`config.mk`:
```
export PLATFORM = sky130hd
export DESIGN_NAME = pueo_trig_sched
export DESIGN_NICKNAME = d
export VERILOG_FILES = /design/src/rtl/pueo_trig_sched.sv
export SDC_FILE = /design/constraint.sdc
export NUM_CORES = 1
export LEC_CHECK = 0
export ABC_AREA = 0
export BUFFER_PORTS_ARGS = -buffer_cell sky130_fd_sc_hd__buf_4
export CORE_MARGIN = 2
export CORE_UTILIZATION = 60
export DETAILED_ROUTE_END_ITERATION = 10
export GPL_TIMING_DRIVEN = 0
export HOLD_SLACK_MARGIN = 0.12
export PLACE_DENSITY = 0.78
export SKIP_LAST_GASP = 1
export SLEW_MARGIN = 20
export SYNTH_ARGS = -nofsm -noshare
export SYNTH_HDL_FRONTEND = slang
export SYNTH_SLANG_ARGS = --single-unit
```
`constraint.sdc`:
```
create_clock -name aclk_i -period 8.75 [get_ports aclk_i]
set_input_delay 1.75 -clock aclk_i [delete_from_list [all_inputs] [get_ports aclk_i]]
set_output_delay 1.75 -clock aclk_i [all_outputs]
set_load 0.01 [all_outputs]
```
`src/rtl/pueo_trig_sched.sv`:
```
// Trigger scheduler: queues trigger times stamped with event numbers, gates them with a
// run/drain state machine and spaces readout requests by a programmable holdoff.
// Optional drop counter output enabled by `define PUEO_TRIG_SCHED_DROPCNT_EN.
module pueo_trig_sched #(
    parameter int TIME_BITS       = 16,
    parameter int EVNUM_BITS      = 16,
    parameter int DEPTH_LOG2      = 4,
    parameter int HOLDOFF_BITS    = 24,
    parameter int HOLDOFF_DEFAULT = 20475
) (
    input  logic                             aclk_i,
    input  logic                             aresetn_i,
    input  logic                             run_rst_i,
    input  logic                             run_stop_i,
    input  logic [HOLDOFF_BITS-1:0]          holdoff_i,
    input  logic [TIME_BITS-1:0]             trig_time_i,
    input  logic                             trig_valid_i,
    output logic [EVNUM_BITS+TIME_BITS-1:0]  m_tdata,
    output logic                             m_tvalid,
    input  logic                             m_tready,
    output logic                             running_o,
    output logic [DEPTH_LOG2:0]              pending_o,
    output logic                             overflow_o,
    output logic                             stop_done_o
`ifdef PUEO_TRIG_SCHED_DROPCNT_EN
    ,
    output logic [15:0]                      drop_count_o
`endif
);

    localparam int DEPTH = 1 << DEPTH_LOG2;
    localparam int W     = EVNUM_BITS + TIME_BITS;
    localparam logic [DEPTH_LOG2:0] FULL_CNT = {1'b1, {DEPTH_LOG2{1'b0}}};

    typedef enum logic [1:0] {ST_IDLE, ST_RUN, ST_DRAIN} state_t;

    state_t                  state_q;
    logic [W-1:0]            mem_q [DEPTH];
    logic [DEPTH_LOG2-1:0]   wr_ptr_q, wr_ptr_d, rd_ptr_q, rd_ptr_d;
    logic [DEPTH_LOG2:0]     count_q, count_d;
    logic [EVNUM_BITS-1:0]   evnum_q;
    logic [HOLDOFF_BITS-1:0] holdoff_q, timer_q, timer_d;
    logic [W-1:0]            tdata_q, head_d, push_entry;
    logic                    tvalid_q, running_q, overflow_q, stop_done_q;
    logic                    trig_ok, full, pop, push, drop;

    always_comb begin
        trig_ok    = (state_q == ST_RUN) && trig_valid_i && !run_rst_i;
        full       = (count_q == FULL_CNT);
        pop        = tvalid_q && m_tready;
        push       = trig_ok && (!full || pop);
        drop       = trig_ok && full && !pop;
        push_entry = {evnum_q, trig_time_i};
        rd_ptr_d   = rd_ptr_q + DEPTH_LOG2'(pop);
        wr_ptr_d   = wr_ptr_q + DEPTH_LOG2'(push);
        count_d    = count_q + (DEPTH_LOG2+1)'(push) - (DEPTH_LOG2+1)'(pop);
        // A push into a queue that is (or becomes) empty has not reached memory yet: bypass it.
        if ((count_q == '0) || (pop && count_q == (DEPTH_LOG2+1)'(1)))
            head_d = push_entry;
        else
            head_d = mem_q[rd_ptr_d];
        timer_d = timer_q;
        if (pop)
            timer_d = holdoff_q;
        else if (timer_q != '0)
            timer_d = timer_q - HOLDOFF_BITS'(1);
    end

    always_ff @(posedge aclk_i) begin
        if (push)
            mem_q[wr_ptr_q] <= push_entry;
    end

    always_ff @(posedge aclk_i) begin
        if (!aresetn_i) begin
            state_q     <= ST_IDLE;
            wr_ptr_q    <= '0;
            rd_ptr_q    <= '0;
            count_q     <= '0;
            evnum_q     <= '0;
            timer_q     <= '0;
            holdoff_q   <= HOLDOFF_BITS'(HOLDOFF_DEFAULT);
            tdata_q     <= '0;
            tvalid_q    <= 1'b0;
            running_q   <= 1'b0;
            overflow_q  <= 1'b0;
            stop_done_q <= 1'b0;
        end else if (run_rst_i) begin
            state_q     <= ST_RUN;
            wr_ptr_q    <= '0;
            rd_ptr_q    <= '0;
            count_q     <= '0;
            evnum_q     <= '0;
            timer_q     <= '0;
            holdoff_q   <= holdoff_i;
            tdata_q     <= '0;
            tvalid_q    <= 1'b0;
            running_q   <= 1'b1;
            overflow_q  <= 1'b0;
            stop_done_q <= 1'b0;
        end else begin
            wr_ptr_q    <= wr_ptr_d;
            rd_ptr_q    <= rd_ptr_d;
            count_q     <= count_d;
            timer_q     <= timer_d;
            tvalid_q    <= (count_d != '0) && (timer_d == '0);
            stop_done_q <= 1'b0;
            if (count_d != '0)
                tdata_q <= head_d;
            // Dropped triggers still consume an event number so losses show as gaps.
            if (trig_ok)
                evnum_q <= evnum_q + EVNUM_BITS'(1);
            if (drop)
                overflow_q <= 1'b1;
            case (state_q)
                ST_RUN: begin
                    if (run_stop_i) begin
                        state_q   <= ST_DRAIN;
                        running_q <= 1'b0;
                    end
                end
                ST_DRAIN: begin
                    if (count_q == '0 && timer_q == '0) begin
                        state_q     <= ST_IDLE;
                        stop_done_q <= 1'b1;
                    end
                end
                default: ;
            endcase
        end
    end

`ifdef PUEO_TRIG_SCHED_DROPCNT_EN
    logic [15:0] drop_cnt_q;

    always_ff @(posedge aclk_i) begin
        if (!aresetn_i || run_rst_i)
            drop_cnt_q <= '0;
        else if (drop && drop_cnt_q != 16'hFFFF)
            drop_cnt_q <= drop_cnt_q + 16'd1;
    end

    assign drop_count_o = drop_cnt_q;
`endif

    assign m_tdata     = tdata_q;
    assign m_tvalid    = tvalid_q;
    assign running_o   = running_q;
    assign pending_o   = count_q;
    assign overflow_o  = overflow_q;
    assign stop_done_o = stop_done_q;

endmodule

```
==> results of run 1 <==
## critical path: cells and delay by family
kind | cells | cell delay [ps]
buffers and inverters | 8 | 2760
adder cells (fa/ha/maj) | 3 | 920
AND/OR/NAND/NOR | 4 | 760
AO/OA/AOI/OAI | 3 | 600
## area by class of cell
type                    instances  area, µm²
flip-flops and latches        627      17700
well taps                     532        666
clock buffers                  73       1590
plain buffers                  71        284
multi-input cells             618       6740
inverters                      12       45.0
fillers                      2425      12000
clock inverters                38        503
repair buffers                119       1180
## cells in the mapped netlist (all sizes together), types with 3 or more instances
master  count  area, µm²
a211oi     37        278
a21oi      15       75.1
a31oi       7       43.8
and2       14       87.6
and3       13       81.3
and4        3       26.3
buf        19       81.3
clkbuf     52        195
dfxtp     115       2300
edfxtp    512      15400
ha         13        163
inv        12       45.0
mux2i      61        611
mux4      160       3600
nand2      36        135
nand2b      8       50.1
nand3      15       75.1
nand3b      3       22.5
nand4       9       56.3
nor2      101        379
nor2b      15       93.8
nor3       13       65.1
nor4        9       68.8
o211a       3       30.0
o211ai      3       22.5
o21ai       9       45.0
o31ai       5       51.3
or3         6       37.5
or4         6       45.0
xnor2      12        105
xor2       21        184
## state kept, by name (all words and copies together), names as in the netlist
signal and flops:
evnum_q 16, running_o 1, overflow_o 1, m_tvalid 1
wr_ptr_q 4, mem_q 512, stop_done_o 1, m_tdata 32
state_q 2, holdoff_q 24, timer_q 24, pending_o 5
rd_ptr_q 4
## stage by stage
| stage | setup WS [ps] | cell area [µm²] | hold WS (ps) | power, mW | cells |
|---|---|---|---|---|---|
| 2_1_floorplan | 3460 | 24600 | 433 | 3.99 | 1328 |
| 3_3_place_gp | 394 | 25900 | 462 | 4.24 | 1945 |
| 3_5_place_dp | 1990 | 26600 | 467 | 4.25 | 1979 |
| 4_1_cts | 2540 | 28700 | 484 | 6.97 | 2090 |
| 5_1_grt | 2230 | 28700 | 514 | 7.18 | 2090 |
| 6_report | 2450 | 28700 | 478 | 6.96 | 2090 |
## placed cells by master (no fill, tap or decap), types with 10 or more instances in the layout
cell       instances
edfxtp_1         512
mux4_2           160
dfxtp_1          115
buf_4             97
nor2_1            89
mux2i_1           61
clkbuf_16         60
clkbuf_1          59
nand2_1           36
a211oi_1          36
xor2_1            21
nand3_1           15
nor2b_1           15
a21oi_1           15
and2_1            14
and3_1            13
ha_1              13
inv_1             12
nor2_4            12
xnor2_1           12
bufinv_16         12
clkinv_1          11
buf_16            10
## routing by layer
layer  part of all wire  global-route usage  vias to the layer above
met2               0.50               0.476                      713
met3              0.088              0.0479                      120
met4              0.028              0.0962                        0
met1               0.38               0.392                     6960
met5                  0                   0                        -
li1                   -                   -                     5707
## worst min path at each step
stage	end	slack (ps)	depth (start not counted)	from
detailed placement	holdoff_q[5]	470	2	holdoff_q[5]
global route	holdoff_q[7]	510	2	holdoff_q[7]
floorplan	holdoff_q[7]	430	2	holdoff_q[7]
finish	holdoff_q[5]	480	2	holdoff_q[5]
CTS	holdoff_q[5]	480	2	holdoff_q[5]
global placement	holdoff_q[0]	460	2	holdoff_q[0]
## kinds of logic (layout without fill, tap and decap cells)
logic type,Yosys count,in the layout
simple gates,260,260
xor+xnor,33,33
mux,221,221
compound gates,90,90
buf+inv,83,313
fa+ha+maj,14,14
flops,627,627
## power by group
part	internal (mW)	total [mW]	switching (mW)	leakage, nW
Sequential	3.25	3.31	0.0519	5.63
Combinational	0.340	0.899	0.558	3.07
Clock	1.64	2.75	1.11	1.02
==> out/qor.yml, run 1 <==
status: "finished clean"
cpMaxStageDelayCell: "clkbuf_1"
track_usage: 0.287
max_slew_margin: 0.285
core-area_um2: 40600
netlist_area_um2: 24600
clock_path_buffers: 3
leakagePower_nw: 9.72
drive_gt1_frac: 0.262
synth.area.mux_share: 0.171
avgRoutedWirePerCell_um: 28.2
synth-edff-count: 512
cp-start-kind: "input port"
ff2ff_path_depth: 17
vias_per_cell: 6.46
n_antenna_cell: 0
die_y_um: 207
crit_end: "m_tdata[3]"
crit_required_ps: 9260
syn_avg_cell_area_um2: 18.5
rr_endpoint: "m_tdata[3]"
r2r_slack_ps: 3200
htreeDepth: 2
cpMostUsedCell: "clkbuf_1"
antenna_found_initial: 0
numCtsBuffers: 59
syn-instance-count: 1328
dp_hpwl_um: 36500
ys.warnings.count: 0
async_reset_ff_frac: 0
worstSetupPathType: "input port to flip-flop"
num_io_pins: 87
final_core_util: 0.706
dieWidth_um: 207
fp-row-count: 74
clk_root_buffer_cell: "clkbuf_16"
start_util: 0.606
path_clk_slew_ps: 60
crit_path_end_kind: "flip-flop"
setup_viol: 0
hold_class: "flip-flop to flip-flop"
tns_ps: 0
r2r-start: "m_tvalid"
powerDensity_nw_per_um2: 243
clock_sinks: 627
yosys_register_bits: 627
tightest_slew_ps: 1070
synth_xor_area_frac: 0.0117
synthAdderAreaFrac: 0.00742
synth_cell_type_count: 51
gp_congestion: 0.922
finalCritPeriodShare: 0.720
cts_setup_buffers: 0
max_stage_delay_ps: 670
rsz0062_at_grt: "no"
critPathLaunch: "m_tready"
die-area_um2: 42700
syn-num-nets: 1388
clkLatencyLatePin_ps: 630
drv_cap: 0
dr_total_vias: 13500
grt_pass1_vias: 13800
cts_tree: "built"
finalHoldViolations: 0
grt_pass1_wl_um: 87100
slew_viol_final: 0
worstPathMaxFanout: 11
crit_chain: "buf_4, nand2_1, inv_1, clkbuf_1, clkbuf_1, ha_1, inv_1, ha_1, inv_1, fa_1, nand2b_1, a21oi_1, o21ai_0, nand4_1, clkbuf_1, clkbuf_1, nor2_1, a211oi_1"
synth_top_family_by_area: "multiplexers"
overflow: 0
areaGrowthSynthToFinish_pct: 16.5
grt_max_degree: 22
synth_ff_type: "edfxtp_1"
ir_worst_vdd_v: 0.000205
fin_crit_ps: 6300
fmax_mhz: 159
post_cts_resized: 0
hold_buffers: 0
seq_area_frac_synth: 0.718
fin_nets: 1568
first_iter_violations: 1738
antenna_left: 0
clock_skew_ps: 16.3
io_buffer_count: 85
wl_um: 58900
synthSimpleGateAreaFrac: 0.0527
drc_errors: 0
cp.arrival_ps: 6810
synth_compound_area_frac: 0.0260
dr.pass1.iters: 5
Power figures use the tool's default switching activity.
==> inputs of run 2 (changes only) <==
--- a/config.mk
+++ b/config.mk
@@ -5,14 +5,14 @@
 export SDC_FILE = /design/constraint.sdc
 export NUM_CORES = 1
 export LEC_CHECK = 0
-export ABC_AREA = 0
+export ABC_AREA = 1
 export BUFFER_PORTS_ARGS = -buffer_cell sky130_fd_sc_hd__buf_4
 export CORE_MARGIN = 2
-export CORE_UTILIZATION = 60
+export CORE_UTILIZATION = 56
 export DETAILED_ROUTE_END_ITERATION = 10
 export GPL_TIMING_DRIVEN = 0
 export HOLD_SLACK_MARGIN = 0.12
-export PLACE_DENSITY = 0.78
+export PLACE_DENSITY = 0.76
 export SKIP_LAST_GASP = 1
 export SLEW_MARGIN = 20
 export SYNTH_ARGS = -nofsm -noshare
==> constraint.sdc (replaced) <==
create_clock -name aclk_i -period 5.6 [get_ports aclk_i]
set_input_delay 1.12 -clock aclk_i [delete_from_list [all_inputs] [get_ports aclk_i]]
set_output_delay 1.12 -clock aclk_i [all_outputs]
set_load 0.01 [all_outputs]
==> out/qor.yml, run 2 <==
status: "finished clean"
dp_hpwl_um: 48400
max_slew_margin: 0.322
wl_um: 74000
first_iter_violations: 2713
netlist_area_um2: 25200
fin_nets: 2411
place_ws_ps: 521
swShare: 0.290
synth_area_leaders: "edfxtp_1 (61%), dfxtp_1 (9.1%), nor2_1 (6.0%)"
clkPwrFrac: 0.354
num_io_pins: 87
wl_met3_um: 9390
final_core_util: 0.663
ir_worst_vdd_v: 0.000452
crit_chain: "buf_4, nand2_1, clkinv_1, clkbuf_1, ha_1, inv_1, ha_1, inv_1, fa_1, o21ai_1, xnor2_1, nand3_1, inv_1, nor2_4, inv_1, clkbuf_2, o21ai_1"
die-area_um2: 46800
io_buffer_count: 85
met1Wirelength_um: 26700
syn-instance-count: 2169
clkLatencyLatePin_ps: 640
grt_pass1_vias: 18500
start_util: 0.569
leakagePower_nw: 10.2
hold_buffers: 0
clock_path_buffers: 3
synth_cell_type_count: 38
layout_common_cells: "edfxtp_1 (512), nor2_1 (391), o21ai_0 (299), nand2_1 (197), nand3_1 (121)"
htreeDepth: 2
crit_required_ps: 6150
cpMostUsedCell: "inv_1"
antenna_found_initial: 0
cpMaxStageDelayCell: "nor2_4"
cts_tree: "built"
min_to: "m_tdata[31]"
cp.arrival_ps: 5040
vias_per_cell: 6.29
worst_slack_ps: 1110
routed.top_layer: "met4"
worstSetupPathType: "input port to flip-flop"
max_stage_delay_ps: 450
tightest_slew_ps: 1010
cts_setup_buffers: 0
synth-edff-count: 512
r2r_slack_ps: 1400
areaGrowthSynthToFinish_pct: 16.5
layout_commonest_cell: "edfxtp_1"
syn_avg_cell_area_um2: 11.6
finalCritPeriodShare: 0.801
n_antenna_cell: 0
pwr-share-seq: 0.449
crit_path_end_kind: "flip-flop"
fin_crit_ps: 4490
dr_wl_met2_um: 34000
clk_root_buffer_cell: "clkbuf_16"
yosys_register_bits: 627
yosysTopAreaCell: "edfxtp_1"
synth_common_cells: "edfxtp_1 (512), nor2_1 (405), o21ai_0 (299), nand2_1 (197), nand3_1 (121)"
setup_viol: 0
slew_viol_final: 0
largest-register: "mem_q"
powerDensity_nw_per_um2: 394
seq_area_frac_synth: 0.700
r2r-start: "m_tvalid"
fmax_mhz: 223
synth_ff_type: "edfxtp_1"
die_y_um: 216
drc_errors: 0
tns_ps: 0
syn-num-nets: 2229
drive_gt1_frac: 0.127
fin_total_pwr_mw: 11.6
worstPathMaxFanout: 11
switching_power_mw: 3.36
path_clk_slew_ps: 60
grt_max_degree: 22
place_area_um2: 27400
grt_pass1_wl_um: 111000
p_comb_frac: 0.197
async_reset_ff_frac: 0
cp-start-kind: "input port"
numCtsBuffers: 60
overflow: 0
dr_total_vias: 18900
finalHoldViolations: 0
drv_cap: 0
postLayoutCellArea_um2: 29400
p_int_mw: 8.22
avgRoutedWirePerCell_um: 24.7
hold_start: "m_tdata[31]"
hold_depth: 2
ff2ff_path_depth: 16
antenna_left: 0
clock_sinks: 627
largest_reg_flops: 512
core-area_um2: 44300
rsz0062_at_grt: "no"
hold_class: "flip-flop to flip-flop"
post_cts_resized: 0
gp_congestion: 0.901
track_usage: 0.317
clock_skew_ps: 28.9
synth_top_area_share: 0.609
rr_endpoint: "m_tdata[29]"
fp-row-count: 77
synth.most_common_cell: "edfxtp_1"
dr.pass1.iters: 9
ys.warnings.count: 0
dieWidth_um: 216
[run 2: routing by layer]
| metal | vias up | global-route usage |
|---|---|---|
| li1 | 8233 | - |
| met5 | - | 0 |
| met1 | 8979 | 0.417 |
| met3 | 266 | 0.0721 |
| met4 | 0 | 0.167 |
| met2 | 1374 | 0.495 |
[run 2: power by group through the flow]
stage               registers, mW  logic, mW  clock network [mW]
floorplan                    5.28       1.73                   0
global placement             5.30       2.22                   0
detailed placement           5.31       2.25                   0
CTS                          5.21       2.26                4.10
global route                 5.22       2.61                4.27
finish                       5.21       2.28                4.10
[run 2: kinds of logic after synthesis]
group,after synthesis,share of synthesized area
simple gates,765,0.125
flops,627,0.700
compound gates,538,0.126
buf+inv,206,0.0338
xor+xnor,19,0.00719
fa+ha+maj,14,0.00724
[run 2: layout make-up]
cell class / count / area [µm²]
Clock buffer: 87 / 1760
Sequential cell: 627 / 17700
Multi-Input combinational cell: 1336 / 6820
Fill cell: 3178 / 14900
Buffer: 131 / 571
Inverter: 75 / 282
Tap cell: 592 / 741
Clock inverter: 27 / 250
Timing Repair Buffer: 120 / 1290
[run 2: through the flow]
step | hold WS (ps) | instances
6_report | 452 | 2995
5_1_grt | 473 | 2995
4_1_cts | 455 | 2995
3_5_place_dp | 443 | 2881
3_3_place_gp | 439 | 2846
2_1_floorplan | 424 | 2169
[run 2: how the worst max path moves through the flow]
stage                  end  startpoint  cells after the start  slack, ps
3_5_place_dp   m_tdata[29]    m_tready                     17        520
2_1_floorplan  mem_q[4][0]    m_tready                      5        390
6_report       m_tdata[29]    m_tready                     17       1110
3_3_place_gp   mem_q[7][0]    m_tready                      6      -3680
4_1_cts        m_tdata[29]    m_tready                     17       1150
5_1_grt        m_tdata[30]    m_tready                     18        890
[run 2: worst max-delay path: cells and delay by family]
kind            cells  cell delay (ps)
compound gates      2              390
xor+xnor            1              110
fa+ha+maj           3              990
buf+inv             8             1600
simple gates        3              810
==> inputs of run 3 (changes only) <==
--- a/config.mk
+++ b/config.mk
@@ -5,7 +5,7 @@
 export SDC_FILE = /design/constraint.sdc
 export NUM_CORES = 1
 export LEC_CHECK = 0
-export ABC_AREA = 1
+export ABC_AREA = 0
 export BUFFER_PORTS_ARGS = -buffer_cell sky130_fd_sc_hd__buf_4
 export CORE_MARGIN = 2
 export CORE_UTILIZATION = 56
==> constraint.sdc (replaced) <==
create_clock -name aclk_i -period 3.85 [get_ports aclk_i]
set_input_delay 0.77 -clock aclk_i [delete_from_list [all_inputs] [get_ports aclk_i]]
set_output_delay 0.77 -clock aclk_i [all_outputs]
set_load 0.01 [all_outputs]
==> out/qor.yml, run 3 (same netlist as run 1, synthesis figures left out) <==
status: "finished clean"
cp.arrival_ps: 4190
fmax_mhz: 269
finalHoldViolations: 0
postLayoutCellArea_um2: 28900
drc_errors: 0
drv_cap: 0
crit_family: "buffers and inverters"
p_int_mw: 11.5
r2r-start: "m_tvalid"
largest_reg_flops: 512
multi_input_area_um2: 6800
antenna_found_initial: 1
path_clk_slew_ps: 70
clock_skew_ps: 14.4
first_iter_violations: 1430
htreeDepth: 2
vias_per_cell: 6.33
final_core_util: 0.669
place_area_um2: 26800
crit_chain: "nand2_4, clkinvlp_4, clkbuf_2, ha_1, ha_1, clkbuf_2, buf_2, mux4_2, mux4_2, mux2i_1, a211oi_1"
antenna_left: 0
dieWidth_um: 214
worstSetupPathType: "flip-flop to flip-flop"
clkLatencyLatePin_ps: 630
tightest_slew_ps: 1040
numCtsBuffers: 59
areaGrowthSynthToFinish_pct: 17.5
die-area_um2: 45700
p_comb_frac: 0.134
finalCritPeriodShare: 0.966
clock_path_buffers: 3
cpMaxStageDelayCell: "mux4_2"
fin_crit_ps: 3720
grt_pass1_vias: 13800
grt_max_degree: 22
die_y_um: 214
dr_total_vias: 13600
holdWs_ps: 359
worstPathMaxFanout: 11
cts_tree: "built"
fillers: 2788
max_stage_delay_ps: 510
clk_root_buffer_cell: "clkbuf_16"
layout_common_cells: "edfxtp_1 (512), mux4_2 (160), dfxtp_1 (114), buf_4 (101), nor2_1 (88)"
fin_nets: 1569
hold_class: "input port to flip-flop"
critPathLaunch: "m_tvalid"
cp-start-kind: "flip-flop"
io_buffer_count: 85
track_usage: 0.269
path_buf_inv: 4
swShare: 0.254
num_io_pins: 87
clock_sinks: 627
fp-row-count: 76
pwr-share-seq: 0.489
crit_required_ps: 4320
worst_slack_ps: 132
leakagePower_nw: 9.73
dp_hpwl_um: 37700
crit_path_end_kind: "flip-flop"
seq_area_um2: 17700
switching_power_mw: 3.91
ir_worst_vdd_v: 0.000408
fin_total_pwr_mw: 15.4
hold_buffers: 0
place_ws_ps: -1850
overflow: 0
drive_gt1_frac: 0.284
rsz0062_at_grt: "no"
layout_commonest_cell: "edfxtp_1"
avgRoutedWirePerCell_um: 27.6
clkPwrFrac: 0.376
gp_congestion: 0.916
dr.pass1.iters: 5
start_util: 0.569
wl_um: 59300
slew_viol_final: 0
core-area_um2: 43300
powerDensity_nw_per_um2: 532
largest-register: "mem_q"
grt_pass1_wl_um: 87900
max_slew_margin: 0.305
hold_start: "holdoff_i[9]"
setup_viol: 0
run 3: cell types whose count changed in the layout (fill, tap and decap cells not counted), moves of 22 or more:
cell / before / now
o211ai_1: 84 / 3
a21oi_1: 37 / 15
o221ai_1: 60 / 0
mux4_2: 0 / 160
mux2i_1: 0 / 61
o22ai_1: 32 / 0
inv_1: 67 / 11
nand3_1: 121 / 15
buf_2: 42 / 10
nand2_1: 197 / 34
nor2_1: 391 / 88
a211oi_1: 1 / 33
clkbuf_1: 101 / 41
o21ai_0: 299 / 9
run 3: layer usage:
layer,wire length [µm],part of all wire,vias up,GRT usage
met5,0,0,-,0
met3,4800,0.081,137,0.0469
met1,23100,0.39,7039,0.367
li1,-,-,5709,-
met2,29300,0.49,696,0.439
met4,2090,0.035,0,0.103
run 3: per-stage QoR:
stage          TNS, ps  cells
5_1_grt              0   2145
2_1_floorplan        0   1328
3_5_place_dp    -59830   2029
4_1_cts              0   2140
3_3_place_gp   -863590   1998
6_report             0   2145
run 3: power by group through the flow:
stage | sequential (mW) | combinational (mW) | clock [mW]
finish | 7.52 | 2.07 | 5.79
CTS | 7.52 | 2.03 | 5.86
detailed placement | 7.66 | 2.02 | 0
floorplan | 7.63 | 1.43 | 0
global placement | 7.66 | 1.99 | 0
global route | 7.53 | 2.28 | 6.10
run 3: worst min-delay path, stage by stage:
cell and delay (ps):
buf_4 80, mux2i_1 50, nand2_1 60
run 3: what timing repair did:
item,4_1_cts,5_1_grt
pin swaps,0,1
gates cloned,0,1
endpoints found under the setup margin,36,33
setup buffers,1,3
resized for setup,60,13
run 3: worst paths after layout:
| kind | end | slack [ps] | cells past startpoint |
|---|---|---|---|
| setup / recovery | m_tdata[23] | 130 | 11 |
| hold / removal | holdoff_q[9] | 360 | 3 |
| setup reg to reg | m_tdata[23] | 130 | 11 |
| hold reg to reg | holdoff_q[7] | 470 | 2 |
run 3: final cells by class:
| type | instances | area share |
|---|---|---|
| clock buffers | 81 | 0.0560 |
| plain buffers | 70 | 0.0128 |
| clock inverters | 30 | 0.0110 |
| diodes | 1 | 0.0000865 |
| well taps | 585 | 0.0253 |
| multi-input cells | 618 | 0.235 |
| inverters | 12 | 0.00169 |
| flip-flops and latches | 627 | 0.611 |
| repair buffers | 121 | 0.0470 |
